===== src/rtl/mf_impulse_sequencer.sv =====
// Matched-filter calibration sequencer: passes ADC samples through, or on start_i flushes the filter,
// injects one impulse per lane and records the output peak. MF_IMPULSE_BIPOLAR_EN adds a negative pass.
module mf_impulse_sequencer #(
    parameter int NSAMP        = 4,
    parameter int NBITS        = 12,
    parameter int IMPULSE_AMP  = 1024,
    parameter int FLUSH_CYCLES = 16,
    parameter int WINDOW       = 20,
    parameter int TOL          = 8
) (
    input  logic                   aclk,
    input  logic                   rst,
    input  logic                   start_i,
    output logic                   busy_o,
    output logic                   done_o,
    input  logic [NSAMP*NBITS-1:0] adc_data_i,
    output logic [NSAMP*NBITS-1:0] mf_data_o,
    input  logic [NSAMP*NBITS-1:0] mf_result_i,
    output logic [NSAMP*NBITS-1:0] peak_val_o,
    output logic [NSAMP*8-1:0]     peak_idx_o,
    output logic [NSAMP*NBITS-1:0] neg_peak_val_o,
    output logic                   bipolar_err_o
);
    localparam int LW = (NSAMP > 1) ? $clog2(NSAMP) : 1;
    localparam logic signed [NBITS-1:0] AMP_POS = NBITS'(IMPULSE_AMP);
    localparam logic signed [NBITS-1:0] VAL_MIN = {1'b1, {(NBITS-1){1'b0}}};
    localparam logic [15:0] FLUSH_LAST  = 16'(FLUSH_CYCLES - 1);
    localparam logic [15:0] WINDOW_LAST = 16'(WINDOW - 1);
    localparam logic [LW-1:0] LANE_LAST = LW'(NSAMP - 1);

    typedef enum logic [2:0] {StIdle, StFlush, StInject, StCapture, StDone} state_t;

    // Peak index is 8 bits wide, so the whole capture window must fit in 256 positions.
    if (WINDOW * NSAMP > 256 || TOL < 0) begin : g_bad_cfg
        $error("mf_impulse_sequencer: WINDOW*NSAMP must not exceed 256 and TOL must be >= 0");
    end

    state_t                  r_state;
    logic [15:0]             r_cnt;
    logic [LW-1:0]           r_lane;
    logic                    r_busy;
    logic                    r_done;
    logic [NSAMP*NBITS-1:0]  r_mf_data;
    logic signed [NBITS-1:0] r_peak_val [NSAMP];
    logic [7:0]              r_peak_idx [NSAMP];

    logic [NSAMP*NBITS-1:0]  w_pattern;
    logic signed [NBITS-1:0] w_amp;
    logic signed [NBITS-1:0] w_best_val;
    logic signed [NBITS-1:0] w_sample;
    logic [7:0]              w_best_idx;
    logic                    w_neg;

`ifdef MF_IMPULSE_BIPOLAR_EN
    localparam int NB1 = NBITS + 1;
    localparam logic signed [NBITS-1:0] AMP_NEG = NBITS'(-IMPULSE_AMP);
    localparam logic signed [NBITS-1:0] VAL_MAX = {1'b0, {(NBITS-1){1'b1}}};

    logic                    r_neg;
    logic                    r_err;
    logic signed [NBITS-1:0] r_neg_val [NSAMP];
    logic signed [NBITS:0]   w_sum;
    logic [NBITS:0]          w_mag;
    logic                    w_err;

    assign w_neg = r_neg;
    assign w_amp = r_neg ? AMP_NEG : AMP_POS;

    // Symmetric response means positive and negative peaks cancel to within TOL.
    always_comb begin
        w_err = 1'b0;
        w_sum = '0;
        w_mag = '0;
        for (int k = 0; k < NSAMP; k++) begin
            w_sum = $signed({r_peak_val[k][NBITS-1], r_peak_val[k]})
                  + $signed({r_neg_val[k][NBITS-1], r_neg_val[k]});
            w_mag = w_sum[NBITS] ? -w_sum : w_sum;
            if (w_mag > NB1'(TOL)) begin
                w_err = 1'b1;
            end
        end
    end
`else
    assign w_neg = 1'b0;
    assign w_amp = AMP_POS;
`endif

    // Lanes scanned low to high with strict compare, so the earliest position wins ties.
    always_comb begin
        w_best_val = r_peak_val[r_lane];
        w_best_idx = r_peak_idx[r_lane];
        w_sample   = '0;
`ifdef MF_IMPULSE_BIPOLAR_EN
        if (r_neg) begin
            w_best_val = r_neg_val[r_lane];
        end
`endif
        for (int k = 0; k < NSAMP; k++) begin
            w_sample = mf_result_i[NBITS*k +: NBITS];
            if (w_neg ? (w_sample < w_best_val) : (w_sample > w_best_val)) begin
                w_best_val = w_sample;
                w_best_idx = 8'(r_cnt * 16'(NSAMP) + 16'(k));
            end
        end
    end

    always_comb begin
        w_pattern = '0;
        if (r_state == StInject) begin
            w_pattern[NBITS*r_lane +: NBITS] = w_amp;
        end
    end

    always_ff @(posedge aclk) begin
        if (rst) begin
            r_state   <= StIdle;
            r_cnt     <= '0;
            r_lane    <= '0;
            r_busy    <= 1'b0;
            r_done    <= 1'b0;
            r_mf_data <= '0;
            for (int k = 0; k < NSAMP; k++) begin
                r_peak_val[k] <= '0;
                r_peak_idx[k] <= '0;
            end
`ifdef MF_IMPULSE_BIPOLAR_EN
            r_neg <= 1'b0;
            r_err <= 1'b0;
            for (int k = 0; k < NSAMP; k++) r_neg_val[k] <= '0;
`endif
        end else begin
            r_done    <= 1'b0;
            r_mf_data <= (r_state == StIdle || r_state == StDone) ? adc_data_i : w_pattern;
            case (r_state)
                StIdle: begin
                    if (start_i) begin
                        r_state <= StFlush;
                        r_cnt   <= '0;
                        r_lane  <= '0;
                        r_busy  <= 1'b1;
                        for (int k = 0; k < NSAMP; k++) begin
                            r_peak_val[k] <= '0;
                            r_peak_idx[k] <= '0;
                        end
`ifdef MF_IMPULSE_BIPOLAR_EN
                        r_neg <= 1'b0;
                        r_err <= 1'b0;
                        for (int k = 0; k < NSAMP; k++) r_neg_val[k] <= '0;
`endif
                    end
                end
                StFlush: begin
                    if (r_cnt == FLUSH_LAST) begin
                        r_cnt   <= '0;
                        r_state <= StInject;
                    end else begin
                        r_cnt <= r_cnt + 1'b1;
                    end
                end
                StInject: begin
                    r_cnt   <= '0;
                    r_state <= StCapture;
`ifdef MF_IMPULSE_BIPOLAR_EN
                    if (r_neg) r_neg_val[r_lane] <= VAL_MAX;
                    else
`endif
                    begin
                        r_peak_val[r_lane] <= VAL_MIN;
                        r_peak_idx[r_lane] <= '0;
                    end
                end
                StCapture: begin
`ifdef MF_IMPULSE_BIPOLAR_EN
                    if (r_neg) r_neg_val[r_lane] <= w_best_val;
                    else
`endif
                    begin
                        r_peak_val[r_lane] <= w_best_val;
                        r_peak_idx[r_lane] <= w_best_idx;
                    end
                    if (r_cnt == WINDOW_LAST) begin
                        r_cnt <= '0;
                        if (r_lane != LANE_LAST) begin
                            r_lane  <= r_lane + 1'b1;
                            r_state <= StInject;
                        end
`ifdef MF_IMPULSE_BIPOLAR_EN
                        else if (!r_neg) begin
                            r_neg   <= 1'b1;
                            r_lane  <= '0;
                            r_state <= StInject;
                        end
`endif
                        else begin
                            r_state <= StDone;
                            r_busy  <= 1'b0;
                            r_done  <= 1'b1;
                        end
                    end else begin
                        r_cnt <= r_cnt + 1'b1;
                    end
                end
                StDone: begin
                    r_state <= StIdle;
`ifdef MF_IMPULSE_BIPOLAR_EN
                    r_err <= w_err;
`endif
                end
                default: r_state <= StIdle;
            endcase
        end
    end

    assign busy_o    = r_busy;
    assign done_o    = r_done;
    assign mf_data_o = r_mf_data;

    for (genvar k = 0; k < NSAMP; k++) begin : g_out
        assign peak_val_o[NBITS*k +: NBITS] = r_peak_val[k];
        assign peak_idx_o[8*k +: 8]         = r_peak_idx[k];
`ifdef MF_IMPULSE_BIPOLAR_EN
        assign neg_peak_val_o[NBITS*k +: NBITS] = r_neg_val[k];
`else
        assign neg_peak_val_o[NBITS*k +: NBITS] = '0;
`endif
    end

`ifdef MF_IMPULSE_BIPOLAR_EN
    assign bipolar_err_o = r_err;
`else
    assign bipolar_err_o = 1'b0;
`endif

endmodule


===== config.mk =====
export PLATFORM = sky130hd
export DESIGN_NAME = mf_impulse_sequencer
export DESIGN_NICKNAME = d
export VERILOG_FILES = /design/src/rtl/mf_impulse_sequencer.sv
export SDC_FILE = /design/constraint.sdc
export NUM_CORES = 1
export LEC_CHECK = 0
export CORE_MARGIN = 1
export CORE_UTILIZATION = 45
export DETAILED_ROUTE_END_ITERATION = 6
export PLACE_DENSITY = 0.86
export SLEW_MARGIN = 10
export SYNTH_ARGS = -nofsm -noshare
export SYNTH_HDL_FRONTEND = slang
export SYNTH_SLANG_ARGS = --single-unit

===== constraint.sdc =====
create_clock -name aclk -period 11.8 [get_ports aclk]
set_input_delay 1.18 -clock aclk [delete_from_list [all_inputs] [get_ports aclk]]
set_output_delay 1.18 -clock aclk [all_outputs]
set_load 0.03 [all_outputs]

==> flow_summary.ini <==
[layout]
syn_to_final_growth_pct = 33.4
diodes = 0
drive_gt1_share_pct = 9.23
multi_input_area_um2 = 4300
seq_area_um2 = 3860
fillCellCount = 1488
final_nets = 1204
utilization_pct = 61.3

[route]
drt_iter0_drc = 595
viasPerCell = 5.47
drc = 0
antenna_left = 0
dr_total_vias = 7087
first_pass_iters = 6
wl_met2_um = 12300
maxUsedRoutingLayer = met4
avgRoutedWirePerCell_um = 18.8
dr_wl_met3_um = 2390
wl_met1_um = 8800
routed_wl_um = 24400

[synth]
netlist_area_um2 = 8620
netlist.area_leader.share_pct = 27.9
synth_edf_count = 80
synthCells = 835
syn_area_per_cell_um2 = 10.3
synthMostInstantiatedCell = edfxtp_1
synth_ff_type = edfxtp_1
synth_common_cells = 80 x edfxtp_1, 73 x dfxtp_1, 70 x nor2_1, 67 x and2_1, 57 x nor3_1
synth-seq-area-share_pct = 44.8
async_reset_ff_share_pct = 0
yosysTopAreaCell = edfxtp_1
synth_cell_type_count = 61
synth.area.top_cells = edfxtp_1 28%, dfxtp_1 17%, ha_1 8.1%, and2_1 4.9%, buf_4 4.4%
synth_seq_cells = 153
synth_warnings = 0

[sta]
drv_slew = 0
rsz0062_at_grt = no
fin_tns_setup_ps = 0
min_period_ps = 10790
fmax_ghz = 0.0927
fin_skew_ps = 9.59
worstMarginPinSlew_ps = 853
fin_crit_sh_pct = 91.4
hold_ws_ps = 511
setup_viol = 0
slew_headroom_pct = 41.7
hold_viol = 0

[min_path]
holdPathEnd = busy_o$_SDFFE_PP0P_
hp-class = reg2reg
hold_start = busy_o$_SDFFE_PP0P_
holdPathStages = 2

[setup_path]
cp_max_fo = 31
reg2reg_slack_ps = 1010
crit_top_cell = ha_1
critPathLaunchType = flop
crit_slowest_cell = dfxtp_1
arrival_ps = 11070
cpPeakStageDelay_ps = 820
r2r_cells = 32
cp-end-kind = flop
crit_required_ps = 12080
r2r-end = r_peak_val[2][11]$_SDFFCE_PN0P_
crit_type = reg2reg

[clock_network]
cts_sinks = 153
cts-root-buf = clkbuf_16
clkSlewWorstSetupHoldPaths_ps = 70
cts_setup_buffers = 0
cts_made_buffers = 17
h-tree-depth = 4
clk_latency_ps = 430
cts_tree = done
cts_max_path_buffers = 2

[placement]
gp_congestion = 0.956
place_hpwl_um = 18700
io_buffers = 228

[global_route]
grt_max_degree = 46
grt_pass1_wl_um = 37000
antenna_found_initial = 0
grt-ovfl-total = 0
grt_pass1_vias = 6977
track_usage_pct = 24.7

[die]
core_region_area_um2 = 18800
pin_count = 278
die_w_um = 140
fp-row-count = 50
die_y_um = 140
initial_core_util_pct = 45.9
dieArea_um2 = 19700

[run_status]
outcome = complete, no violations

[run]
maxCapViolations = 0

[pwr]
peakVddDrop_mv = 0.122
p_leak_nw = 4.47
powerDensity_nw_per_um2 = 199
total_power_w = 0.00229
==> worst max path at each step <==
stage,startpoint,to,slack [ps]
6_report,flop,r_peak_val[2][11]$_SDFFCE_PN0P_,1010
5_1_grt,flop,r_peak_val[3][11]$_SDFFCE_PN0P_,140
4_1_cts,flop,r_peak_val[1][11]$_SDFFCE_PN0P_,630
3_5_place_dp,mf_result_i[11],r_peak_idx[0][4]$_SDFFCE_PN0P_,590
3_3_place_gp,mf_result_i[11],r_peak_idx[0][4]$_SDFFCE_PN0P_,1050
2_1_floorplan,flop,r_peak_idx[0][0]$_SDFFCE_PN0P_,2270
==> through the flow <==
step	cells	setup slack (ps)	area, µm²
after detailed placement	1264	586	10900
final	1296	1010	11500
after CTS	1296	629	11500
after floorplan	883	2270	8800
after global routing	1296	138	11500
after global placement	1264	1050	10900
==> cell families after synthesis <==
family	after synthesis	synth area share [%]
other cells	1	0.0435
simple gates	325	19.6
mux	28	4.99
buf+inv	120	7.69
compound gates	137	13.1
xor+xnor	14	1.42
flops	153	44.8
fa+ha+maj	57	8.25
==> critical path, delay by kind of cell, from the launching register on <==
family | cells | cell delay, ps
multiplexers | 2 | 990
AND/OR/NAND/NOR | 8 | 1700
buffers and inverters | 2 | 430
adder cells (fa/ha/maj) | 4 | 1040
AO/OA/AOI/OAI | 16 | 5630
flip-flops | 1 | 820
==> power breakdown <==
group          switching [W]  internal, W  leakage (nW)
logic               0.000726     0.000396          2.71
clock network       0.000255     0.000284         0.290
registers          0.0000235     0.000605          1.47
==> sequential cells by signal, indices dropped and copies added (netlist names), named ones only <==
name / flops
r_lane: 2
mf_data_o: 48
r_cnt: 16
r_peak_val: 48
done_o: 1
busy_o: 1
r_state: 3
r_peak_idx: 32
==> layout make-up <==
class / count / area share, %
sequential: 153 / 33.6
clock inverter: 15 / 1.51
multi-input combinational: 610 / 37.4
timing repair buffer: 233 / 20.2
clock buffer: 17 / 3.70
inverter: 34 / 1.11
tap: 234 / 2.55
==> cell usage in the layout, fill, tap and decap left out, types with 25 or more instances in the layout <==
cell,instances
ha_1,56
conb_1,49
clkdlybuf4s50_1,228
and2_1,66
nand2_1,53
inv_1,33
dfxtp_1,73
nor3_1,56
nor2_1,70
edfxtp_1,80
o21ai_0,25
==> timing repair <==
item	in CTS	in global routing
resized for setup	0	3
setup endpoints to repair	0	61
hold buffers	0	0
==> routing by layer <==
metal | global-route usage [%] | vias up
met5 | 0 | -
met4 | 12.1 | 0
met3 | 7.83 | 60
met2 | 43.4 | 385
met1 | 26.9 | 3308
li1 | - | 3334
(Power assumes the default switching activity.)
